`src/rtl/multdiv.sv`:
```
// Multi-cycle 32-bit signed multiply (Booth) / divide (restoring) unit.
// Define MULTDIV_RADIX4_EN to use radix-4 Booth recoding (16-cycle multiply).
module multdiv (
  input  logic        clock,
  input  logic        reset,
  input  logic [31:0] data_operandA,
  input  logic [31:0] data_operandB,
  input  logic        ctrl_MULT,
  input  logic        ctrl_DIV,
  output logic [31:0] data_result,
  output logic        data_exception,
  output logic        data_resultRDY
);

  typedef enum logic [1:0] {IDLE, MUL, DIV, DONE} state_t;

`ifdef MULTDIV_RADIX4_EN
  localparam int MUL_STEPS = 16;
`else
  localparam int MUL_STEPS = 32;
`endif
  localparam int DIV_STEPS = 32;

  state_t      state_q, state_d;
  logic        start;
  logic [5:0]  cnt_q;
  logic [31:0] opa_q, opb_q;

  // Multiply: 34-bit signed upper half absorbs +/-2A without overflow
  logic [33:0] hi_q;
  logic [31:0] lo_q;
  logic        qm1_q;
  logic [33:0] a_ext, a2_ext, mul_sum, hi_n;
  logic [31:0] lo_n;
  logic        qm1_n;
  logic [63:0] mul_prod;
  logic        mul_exc;

  // Divide: remainder/quotient pair on operand magnitudes
  logic [31:0] rem_q, quo_q;
  logic [31:0] amag_in, bmag;
  logic [32:0] sh_hi;
  logic        div_ge;
  logic [31:0] rem_n, quo_n, quo_fix;
  logic        div_ovf;

  logic        mul_last, div_zero, div_last;

  assign start    = ctrl_MULT | ctrl_DIV;
  assign mul_last = (cnt_q == 6'(MUL_STEPS - 1));
  assign div_zero = (opb_q == 32'd0);
  assign div_last = (cnt_q == 6'(DIV_STEPS));

  // ---------------- Booth step ----------------
  assign a_ext  = {{2{opa_q[31]}}, opa_q};
  assign a2_ext = {opa_q[31], opa_q, 1'b0};

`ifdef MULTDIV_RADIX4_EN
  always_comb begin
    case ({lo_q[1:0], qm1_q})
      3'b001, 3'b010: mul_sum = hi_q + a_ext;
      3'b011:         mul_sum = hi_q + a2_ext;
      3'b100:         mul_sum = hi_q - a2_ext;
      3'b101, 3'b110: mul_sum = hi_q - a_ext;
      default:        mul_sum = hi_q;
    endcase
    {hi_n, lo_n, qm1_n} = 67'($signed({mul_sum, lo_q, qm1_q}) >>> 2);
  end
`else
  always_comb begin
    case ({lo_q[0], qm1_q})
      2'b01:   mul_sum = hi_q + a_ext;
      2'b10:   mul_sum = hi_q - a_ext;
      default: mul_sum = hi_q;
    endcase
    {hi_n, lo_n, qm1_n} = 67'($signed({mul_sum, lo_q, qm1_q}) >>> 1);
  end
`endif

  assign mul_prod = {hi_n[31:0], lo_n};
  assign mul_exc  = !((&mul_prod[63:31]) || !(|mul_prod[63:31]));

  // ---------------- Restoring divide step ----------------
  assign amag_in = data_operandA[31] ? (32'd0 - data_operandA) : data_operandA;
  assign bmag    = opb_q[31] ? (32'd0 - opb_q) : opb_q;
  assign sh_hi   = {rem_q, quo_q[31]};
  assign div_ge  = (sh_hi >= {1'b0, bmag});
  // When div_ge holds the true difference is below 2^31, so 32 bits suffice
  assign rem_n   = div_ge ? (sh_hi[31:0] - bmag) : sh_hi[31:0];
  assign quo_n   = {quo_q[30:0], div_ge};
  assign quo_fix = (opa_q[31] ^ opb_q[31]) ? (32'd0 - quo_q) : quo_q;
  assign div_ovf = (opa_q == 32'h8000_0000) && (opb_q == 32'hFFFF_FFFF);

  // ---------------- FSM ----------------
  always_ff @(posedge clock or posedge reset) begin
    if (reset) state_q <= IDLE;
    else       state_q <= state_d;
  end

  always_comb begin
    state_d = state_q;
    if (start) begin
      state_d = ctrl_MULT ? MUL : DIV;
    end else begin
      case (state_q)
        MUL:     if (mul_last) state_d = DONE;
        DIV:     if (div_zero || div_last) state_d = DONE;
        DONE:    state_d = IDLE;
        default: state_d = IDLE;
      endcase
    end
  end

  // ---------------- Datapath and outputs ----------------
  always_ff @(posedge clock or posedge reset) begin
    if (reset) begin
      cnt_q          <= '0;
      opa_q          <= '0;
      opb_q          <= '0;
      hi_q           <= '0;
      lo_q           <= '0;
      qm1_q          <= 1'b0;
      rem_q          <= '0;
      quo_q          <= '0;
      data_result    <= '0;
      data_exception <= 1'b0;
      data_resultRDY <= 1'b0;
    end else begin
      data_resultRDY <= 1'b0;
      if (start) begin
        // A start anywhere aborts whatever is in flight
        cnt_q <= '0;
        opa_q <= data_operandA;
        opb_q <= data_operandB;
        hi_q  <= '0;
        lo_q  <= data_operandB;
        qm1_q <= 1'b0;
        rem_q <= '0;
        quo_q <= amag_in;
      end else begin
        case (state_q)
          MUL: begin
            hi_q  <= hi_n;
            lo_q  <= lo_n;
            qm1_q <= qm1_n;
            cnt_q <= cnt_q + 6'd1;
            if (mul_last) begin
              data_result    <= mul_prod[31:0];
              data_exception <= mul_exc;
              data_resultRDY <= 1'b1;
            end
          end
          DIV: begin
            if (div_zero) begin
              data_result    <= '0;
              data_exception <= 1'b1;
              data_resultRDY <= 1'b1;
            end else if (div_last) begin
              data_result    <= quo_fix;
              data_exception <= div_ovf;
              data_resultRDY <= 1'b1;
            end else begin
              rem_q <= rem_n;
              quo_q <= quo_n;
              cnt_q <= cnt_q + 6'd1;
            end
          end
          default: ;
        endcase
      end
    end
  end

endmodule

```
`config.mk`:
```
export PLATFORM = sky130hd
export DESIGN_NAME = multdiv
export DESIGN_NICKNAME = d
export VERILOG_FILES = /design/src/rtl/multdiv.sv
export SDC_FILE = /design/constraint.sdc
export NUM_CORES = 1
export LEC_CHECK = 0
export CORE_MARGIN = 10
export CORE_UTILIZATION = 58
export CTS_CLUSTER_DIAMETER = 150
export CTS_CLUSTER_SIZE = 30
export DETAILED_ROUTE_END_ITERATION = 16
export HOLD_SLACK_MARGIN = 0.03
export PLACE_DENSITY = 0.82
export SETUP_SLACK_MARGIN = 0.15
export SLEW_MARGIN = 0
export SYNTH_ARGS = -nofsm -noshare
export SYNTH_HDL_FRONTEND = slang
export SYNTH_SLANG_ARGS = --single-unit
```
`constraint.sdc`:
```
create_clock -name clock -period 14.7 [get_ports clock]
set_clock_uncertainty 0.2 [all_clocks]
set_input_delay 2.205 -clock clock [delete_from_list [all_inputs] [get_ports clock]]
set_output_delay 2.205 -clock clock [all_outputs]
set_load 0.05 [all_outputs]
```
Word level (Yosys, flattened, before mapping). Cells that the tools add are included.

Bitwise operators: 3. $lt $le $gt $ge: 1. Equality and inequality tests: 16. $add $sub $neg: 7. Reductions and logical operators: 16. Multiplexer cells: 41.

Operators by type and width (number): $mux 32 (17); $sub 1x32->32 const A (3); $mux 34 (2); $pmux 34 s2 (1); $eq 32x32->1 const B (2); $pmux 32 s2 (1); $add 34x34->34 (1); $sub 34x34->34 (1); $ge 33x32->1 (1); $reduce_and 33->1 (1); $reduce_or 33->1 (1); $logic_not 32->1 (1); $sub 32x32->32 (1); $mux 6 (3); $ne 3x3->1 const B (5); $pmux 6 s2 (1); $mux 1 (9); $mux 2 (4); $add 6x1->6 const B (1); $eq 6x5->1 const B (1); $eq 6x6->1 const B (1); $ne 2x2->1 const B (3); $reduce_and 3->1 (2); $reduce_bool 2->1 (3); other kinds (13) (18).

Input port bits: 68. Word-level logic and storage cells: 96. Output and inout port bits: 34. Register bits: 237.

Logic depth before layout (Yosys ltp). Gate-level depths: netlist (run 1).

Depth after elaboration: 8. Mapped depth: 22. Depth with buffers taken out: 21.

Least setup slack after synthesis (run 1). No wires, ideal clock.

Kind: reg2reg. Start: register opa_q[6]. End: register data_exception. Period minus slack after synthesis: 5.119 ns. Slack: 9.581 ns. Library setup time: 0.119 ns. Arrival: 4.800 ns. Data required time: 14.381 ns. Stages on the path, launching flop included: 19. Cells stage by stage: dfrtp_1 or4_1 nor4_1 nor4bb_1 a21oi_1 xnor2_1 ha_1 clkbuf_1 nand2_1 o211ai_1 a41o_1 nor3b_1 a211oi_1 or4b_2 nand3_1 nand4_1 or4_1 o2bb2ai_1 nor2_1.

Cells in the longest elaborated chain, start to end: 8.

RTL lines: start: declaration (line 27) `logic [31:0] opa_q, opb_q;`; start signal: assignment (line 133) `opa_q <= data_operandA;`; $sub 34x34->34 / $add 34x34->34 (equally long branches) (line 73, 72); $pmux 34 s2 (line 71) `case ({lo_q[0], qm1_q})`; $reduce_or 33->1 (line 81) `assign mul_exc = !((&mul_prod[63:31]) || !(|mul_prod[63:31]));`; $logic_not 1->1 (line 81); $logic_or 1x1->1 (line 81); $logic_not 1->1 (line 81); $mux 1 (line 147) `if (mul_last) begin`; $pmux 1 s2 (*) (line 141) `case (state_q)`; end signal: assignment (line 149) `data_exception <= mul_exc;`; end signal: assignment (line 160) `data_exception <= div_ovf;`; end: declaration (line 11) `output logic data_exception,`.

Mark *: on every way between the ends. The rest lies on a longest branch, timed or not. The select of a mux whose other input is x is not followed. A chain may end at the register's enable or synchronous reset.

Worst setup path after layout (run 1).
Start: register opa_q[0]. End: register data_exception.

The elaborated chain is that of the path after synthesis.

==> results of run 1 <==
tightest hold or removal path: cells and delay by family (launching register included):
kind / cells / cell delay (ns)
AND/OR/NAND/NOR: 1 / 0.05
flip-flops: 1 / 0.36
AO/OA/AOI/OAI: 1 / 0.06
logic make-up (layout without fill, tap and decap cells):
| group | after synthesis | in the layout | synth area share (%) |
|---|---|---|---|
| adder cells (fa/ha/maj) | 77 | 77 | 5.88 |
| AND/OR/NAND/NOR | 802 | 802 | 22.1 |
| XOR/XNOR | 166 | 166 | 8.73 |
| multiplexers | 54 | 54 | 3.26 |
| buffers and inverters | 160 | 175 | 4.07 |
| AO/OA/AOI/OAI | 545 | 545 | 20.5 |
| flip-flops | 236 | 236 | 35.5 |
power by group through the flow:
stage	Sequential (mW)	Clock, mW	Combinational (mW)
floorplan	0.951	0	0.491
global placement	0.833	0	0.867
detailed placement	0.835	0	0.882
CTS	0.825	0.369	0.888
global route	0.839	0.390	0.970
finish	0.829	0.363	0.892
final cells by class:
type / instances / share of cell area (%)
Multi-Input combinational cell: 1644 / 55.8
Sequential cell: 236 / 32.6
Clock buffer: 11 / 1.52
Timing Repair Buffer: 117 / 6.25
Tap cell: 378 / 2.61
Clock inverter: 1 / 0.166
Inverter: 46 / 0.995
layout by cell type (no fill, tap or decap), types with 11 or more instances in the layout:
cell type,count
o31ai_1,27
o21ai_1,16
or4_1,15
xnor2_1,109
ha_1,74
o41ai_1,11
nor2_1,186
nand4_1,22
nor3_1,50
a21oi_1,140
nor4_1,11
and2_1,11
clkbuf_16,11
or3_1,27
nor2b_1,43
dfrtp_1,236
o21ai_0,142
clkdlybuf4s50_1,101
nand3_1,30
mux2i_1,52
a211oi_1,48
a21o_1,25
xor2_1,57
a31oi_1,52
buf_4,16
or2_2,12
inv_1,44
nand2_1,343
flip-flops by register name, summed over array words and instances, names as in the netlist, 6 cells and up:
name / cells
lo_q: 32
cnt_q: 6
rem_q: 32
quo_q: 32
opb_q: 32
opa_q: 32
data_result: 32
hi_q: 33
synth_stat cells, drive strengths merged (6+ instances only):
library cell,instances
nand2,343
dfrtp,236
nor2,187
o21ai,158
a21oi,140
xnor2,109
clkbuf,92
ha,75
xor2,57
a31oi,52
mux2i,52
nor3,50
a211oi,48
inv,45
nor2b,44
nand3,32
o31ai,28
or3,27
a21o,25
buf,22
nand4,22
or4,15
or2,14
and2,12
o41ai,12
nor4,11
o211ai,11
and3,10
nand2b,9
o21a,9
o21bai,8
nor3b,7
nor4b,6
o211a,6
metal layers:
layer  vias up  wire length, um  GRT usage (%)
met5         -                0              0
met4         0             1600           8.70
met3       102             3430           3.64
met2       580            21900           41.6
met1      7356            21300           35.9
li1       7244                -              -
stage by stage:
step / hold WS (ns) / std cells / setup WS (ns)
2_1_floorplan: 0.273 / 2040 / 5.82
3_3_place_gp: 0.268 / 2421 / 8.79
3_5_place_dp: 0.274 / 2421 / 8.74
4_1_cts: 0.301 / 2433 / 8.80
5_1_grt: 0.329 / 2433 / 8.26
6_report: 0.292 / 2433 / 8.71
final timing paths:
path	from	endpoint	slack [ns]	depth (start not counted)
max	opa_q[0]	data_exception	8.71	21
min	data_result[30]	data_result[30]	0.29	2
max reg2reg	opa_q[0]	data_exception	8.71	21
min reg2reg	data_result[30]	data_result[30]	0.29	2
max in group asynchronous	reset	lo_q[23]	10.03	4
min in group asynchronous	reset	data_resultRDY	2.02	2
==> summary.txt, run 1 <==
Outcome
  • Outcome: complete, no violations

Clocking
  • Post-cts resize count: 0
  • Inserted Clock Buffers: 11
  • Clk pin slew, worst setup/hold paths: 0.12 ns
  • Hold Buf Count CTS: 0
  • Clk sinks: around 240
  • CTS root buf: clkbuf_16
  • Clk_lat worst skew: about 0.48 ns
  • H-tree lvl count: 1
  • CTS tree: built
  • Bufs on Longest Clock Path: 3
  • Post-CTS Setup Bufs: 0

Pwr
  • Static Leak: around 8 nW
  • Clk pwr share: about 17%
  • Internal: 1.21 mW
  • Switching share of total power: a little over two fifths
  • Switching pwr: about 870 uW
  • Seq pwr share: 39.8%
  • Peak VDD IR: between 0.0001 and 0.00015 V
  • Logic pwr share: approximately 43%
  • Tot Pwr: 2.08 mW
  • Pwr/cell area: about 120 mW/mm^2

Layout
  • Final Core Density: 64.5%
  • Sequential Area: between 0.005 and 0.006 sq mm
  • Layout cell share with drive strength beyond 1: between 2 and 3%
  • Final Net Count: approximately 2200
  • Final Cell Area: about 0.018 sq mm
  • Area Overhead vs Synth: 8.75%
  • Area of the multi-input gates: 0.0101 sq mm
  • Antenna Cells: 0
  • Fill cells: around 2400

Critical path
  • Setup crit start kind: flip-flop
  • CP arrival: 6.17 ns
  • Crit-path cells: inv_1, ha_1, nand2_1, nor3_1, nor4bb_1, nand3b_1, nor2_1, a21oi_1, xnor2_1, ha_1, a21oi_1, o21bai_1, a21oi_1, nand3b_1, a21o_1, a21o_1, a31oi_1, nand3_1, or4_1, o2bb2ai_1, nor2_1
  • Top cell by count, worst path: a21oi_1
  • Worst setup EP type: flip-flop
  • Kind of critical path: flip-flop to flip-flop
  • Largest fanout on the critical path: 6
  • Crit path buf inv count: 1
  • CP delay by family, top: simple AND/OR/NAND/NOR gates
  • Critical path's slowest cell: nor3_1
  • Crit path required time: 14.88 ns
  • Critical Path Max Stage Delay: roughly 0.69 ns

Synth
  • Cell count after synthesis: slightly above 2000
  • Post-synth ARST share: 100%
  • Post-synth EDFFs: 0
  • Register area share after synthesis: 35.5%
  • Syn Area/Cell: 8.16 sq um
  • Distinct cells, synth: 74
  • Syn Std Cell Area: between 0.015 and 0.02 sq mm
  • Synth warn: 0
  • Top cells by area, synth: dfrtp_1 35%, nand2_1 7.7%, xnor2_1 5.7%
  • Dominant synthesized flop cell: dfrtp_1
  • Syn_nets: around 2200
  • FF+latch count, synth: ~240
  • Leading area contributor after synthesis: dfrtp_1
  • Synth top area share: between 30% and 40%

Timing
  • Total negative slack: 0 ns
  • Slew margin rel.: 27.0%
  • Final hold vios: 0
  • Final Max Slew Viols: 0
  • Fmax: roughly 0.17 GHz
  • Final setup viols: 0
  • RSZ-0062 raised after global routing: no
  • Worst slew pin tran: about 1.1 ns
  • Clock period minus worst slack: 5.99 ns
  • Tcrit/Tclk final: 40.7%

Drt
  • Pre-Repair DR Iteration Count: 5
  • Routed len/inst: 19.8 um
  • Vias: roughly 15000
  • Drc violations: 0
  • Final wirelength: ~48 mm
  • Vias per cell: 6.28
  • Final ANT Viol Nets: 0
  • Initial drt markers: approximately 1600

GRT
  • Vias in the first global route: 14600
  • Congestion Overflow GR: 0
  • GR Util All Layers: 26.2%
  • Largest net degree at the start of global routing: between 100 and 150
  • Antenna violations before repair: 0
  • First-pass GRT wire length: 77.7 mm

Min path
  • HP Class: flip-flop to flip-flop

Placement
  • I/O Buffers: around 100
  • Post-DP HPWL: about 36 mm
  • GPL Wtd Cong: about 0.95
  • Instance area at placement: between 0.015 and 0.02 sq mm

Die
  • Die area: around 0.036 sq mm
  • CORE AREA: ~0.028 sq mm
  • Die W: between 150 and 200 um
  • Starting density of the core: between 50% and 60%
  • Row count: 61
  • Die height: approximately 190 um
  • Ports: between 100 and 150

Job
  • # Max-Cap Violations: 0
Power figures use the tool's default switching activity.
==> run 2: changes to the inputs <==
--- a/config.mk
+++ b/config.mk
@@ -6,7 +6,7 @@
 export NUM_CORES = 1
 export LEC_CHECK = 0
 export CORE_MARGIN = 10
-export CORE_UTILIZATION = 58
+export CORE_UTILIZATION = 55
 export CTS_CLUSTER_DIAMETER = 150
 export CTS_CLUSTER_SIZE = 30
 export DETAILED_ROUTE_END_ITERATION = 16
==> constraint.sdc (replaced) <==
create_clock -name clock -period 5.2 [get_ports clock]
set_clock_uncertainty 0.2 [all_clocks]
set_input_delay 0.78 -clock clock [delete_from_list [all_inputs] [get_ports clock]]
set_output_delay 0.78 -clock clock [all_outputs]
set_load 0.05 [all_outputs]
==> summary.txt, run 2 (synthesis gave the netlist of run 1 again) <==
GRT
  • GR Util met2: 39.3% (-2.3 points)
  • GR Util All Layers: 24.5% (-1.7 points)
  • Largest net degree at the start of global routing: 177 (+70%)
  • Met1 Use GR: 33.3% (-2.7 points)
  • Met3 Resource Use GR: 3.60% (-0.042 points)
  • Congestion Overflow GR: 0 (unchanged)
  • Vias in the first global route: 14900 (+1.7%)
  • First-pass GRT wire length: 78.6 mm (+1.1%)
  • Antenna violations before repair: 0 (unchanged)
  • GRT Max-Usage Layer: met2

Clocking
  • Inserted Clock Buffers: 11 (unchanged)
  • H-tree lvl count: 1 (unchanged)
  • Clk pin slew, worst setup/hold paths: 0.12 ns (about the same)
  • CTS tree: built
  • Clk sinks: 236 (unchanged)
  • CTS root buf: clkbuf_16
  • Hold Buf Count CTS: 0 (unchanged)
  • Bufs on Longest Clock Path: 3 (unchanged)
  • Clk_lat worst skew: 0.49 ns (about the same)

Drt
  • Vias per cell: 6.27 (-0.14%)
  • Routed len/inst: 19.7 um (-0.73%)
  • Drc violations: 0 (unchanged)
  • Pre-Repair DR Iteration Count: 8 (+3)
  • Final wirelength: 49.3 mm (+2.2%)
  • Vias: 15700 (+2.8%)
  • Initial drt markers: 1388 (-15%)
  • Final ANT Viol Nets: 0 (unchanged)

Timing
  • Clock period minus worst slack: 4.99 ns (-0.998 ns)
  • Tcrit/Tclk final: 95.9% (+55 points)
  • Post-route setup slack: 0.212 ns (-8.50 ns)
  • Worst slew pin tran: 1.11 ns (+0.0174 ns)
  • Final setup viols: 0 (unchanged)
  • Fmax: 0.200 GHz (+20%)
  • Slew margin rel.: 25.6% (-1.4 points)
  • Final hold vios: 0 (unchanged)
  • RSZ-0062 raised after global routing: yes
  • Final Max Slew Viols: 0 (unchanged)

Min path
  • Hold Path Cell Cnt: 2 (unchanged)
  • HP Class: flip-flop to flip-flop

Critical path
  • Kind of critical path: flip-flop to flip-flop
  • Crit-path cells: or4_1, nor3_1, buf_4, a21oi_1, xnor2_1, ha_1, and2_1, a221oi_2, o221ai_2, a2111o_1, o221ai_1, o21ai_0, nor4bb_1, nand4_1, or4_4, o2bb2ai_2, nor2_1
  • Critical Path Max Stage Delay: 0.58 ns (-0.11 ns)
  • Crit path required time: 5.39 ns (-9.49 ns)
  • CP delay by family, top: simple AND/OR/NAND/NOR gates
  • CP arrival: 5.18 ns (-0.99 ns)
  • Stages on worst setup path: 17 (-19%)
  • Worst setup EP type: flip-flop
  • Largest fanout on the critical path: 6 (unchanged)
  • Worst Reg-to-Reg Cells: 17 (-19%)
  • R2r setup slk: 0.21 ns (-8.50 ns)
  • Setup crit start kind: flip-flop
  • Critical path's slowest cell: or4_4
  • Crit path buf inv count: 1 (unchanged)

Pwr
  • Seq pwr share: 38.6% (-1.2 points)
  • Static Leak: 8.25 nW (+4.5%)
  • Clk pwr share: 17.3% (about the same)
  • Tot Pwr: 6.03 mW (+190%)
  • Pwr/cell area: 320 mW/mm^2 (+180%)
  • Internal: 3.53 mW (+190%)
  • Logic pwr share: 44.2% (+1.4 points)
  • Switching pwr: 2.50 mW (+190%)
  • Peak VDD IR: 0.000391 V (+250%)
  • Switching share of total power: 41.5% (-0.24 points)

Die
  • Die area: 0.0376 sq mm (+4.9%)
  • CORE AREA: 0.0297 sq mm (+5.8%)
  • Die height: 194 um (+2.4%)
  • Die W: 194 um (+2.4%)
  • Row count: 63 (+3.3%)
  • Ports: 102 (unchanged)
  • Starting density of the core: 56.0% (-3.3 points)

Job
  • # Max-Cap Violations: 0 (unchanged)

Placement
  • Pre-CTS WS: -0.0872 ns (-8.83 ns)
  • Post-DP HPWL: 35.4 mm (-0.94%)
  • I/O Buffers: 101 (unchanged)
  • GPL Wtd Cong: 0.957 (+0.75%)

Layout
  • Final Net Count: 2260 (+2.7%)
  • Area of the multi-input gates: 0.0103 sq mm (+2.1%)
  • Most frequent cells in the layout: 343 x nand2_1, 236 x dfrtp_1, 186 x nor2_1, 137 x a21oi_1, 135 x o21ai_0
  • Layout cell share with drive strength beyond 1: 7.47% (+4.5 points)
  • Most common cell after layout, fill and taps aside: nand2_1
  • Max reg flops: 33 (unchanged)
  • Fill cells: 2452 (+0.16%)
  • Final Core Density: 63.5% (-0.99 points)
  • Sequential Area: 0.00591 sq mm (unchanged)
  • Area Overhead vs Synth: 13.3%
  • Register bank with the most flops: hi_q
  • Antenna Cells: 0 (unchanged)

Outcome
  • Outcome: complete, no violations
-- run 2: cell types whose count changed in the layout (fill, tap and decap cells not counted), sizes merged --
cell / previous run / this run
buf: 16 / 72
clkbuf: 11 / 13
clkinvlp: 0 / 1
inv: 45 / 44
o31ai: 28 / 29
-- run 2: repair_timing --
action                     CTS  global route
cloned                       0             3
resized for setup            8            43
buffers inserted             0            11
setup endpoints to repair   33            35
pin swaps                    0            13
-- run 2: worst min-delay path: stages (launching register included) --
cell and delay [ns]:
dfrtp_1 0.36, nand2_1 0.05, o21ai_0 0.06
-- run 2: power by group through the flow --
stage	combinational, mW	sequential (mW)	clock, mW
3_3_place_gp	2.52	2.34	0
2_1_floorplan	1.39	2.69	0
5_1_grt	2.89	2.36	1.10
4_1_cts	2.58	2.31	1.05
3_5_place_dp	2.56	2.34	0
6_report	2.66	2.33	1.04
-- run 2: per-stage QoR --
stage	hold WS (ns)	TNS, ns	cells	area, sq um
finish	0.295	0	2504	18900
global route	0.342	0	2504	18900
CTS	0.296	0	2490	18500
detailed placement	0.270	-0.751	2478	18200
global placement	0.267	0	2478	18200
floorplan	0.273	0	2040	16700
-- run 2: cell type report --
type | instances | area share (%)
Multi-Input combinational cell | 1645 | 54.7
Sequential cell | 236 | 31.3
Timing Repair Buffer | 175 | 8.82
Tap cell | 390 | 2.59
Clock buffer | 11 | 1.46
Inverter | 46 | 0.935
Clock inverter | 1 | 0.159
-- run 2: path summary, 6_finish.rpt --
check	start	to
worst min register to register	data_result[23]	data_result[23]
min in group asynchronous	reset	rem_q[28]
worst min-delay path	data_result[23]	data_result[23]
max in group asynchronous	reset	lo_q[27]
worst max-delay path	opa_q[0]	data_exception
worst max register to register	opa_q[0]	data_exception
-- run 2: per-layer routing --
layer  up-vias  wire (um)
met5         -          0
met2       658      22900
met4         0       1620
met3        97       3810
li1       7375          -
met1      7576      21000
==> run 3: changes to the inputs <==
--- a/config.mk
+++ b/config.mk
@@ -13,7 +13,7 @@
 export HOLD_SLACK_MARGIN = 0.03
 export PLACE_DENSITY = 0.82
 export SETUP_SLACK_MARGIN = 0.15
-export SLEW_MARGIN = 0
+export SLEW_MARGIN = 10
 export SYNTH_ARGS = -nofsm -noshare
 export SYNTH_HDL_FRONTEND = slang
 export SYNTH_SLANG_ARGS = --single-unit
==> results of run 3 <==
No change in the layout: final DEF, timing and power equal those of run 2.
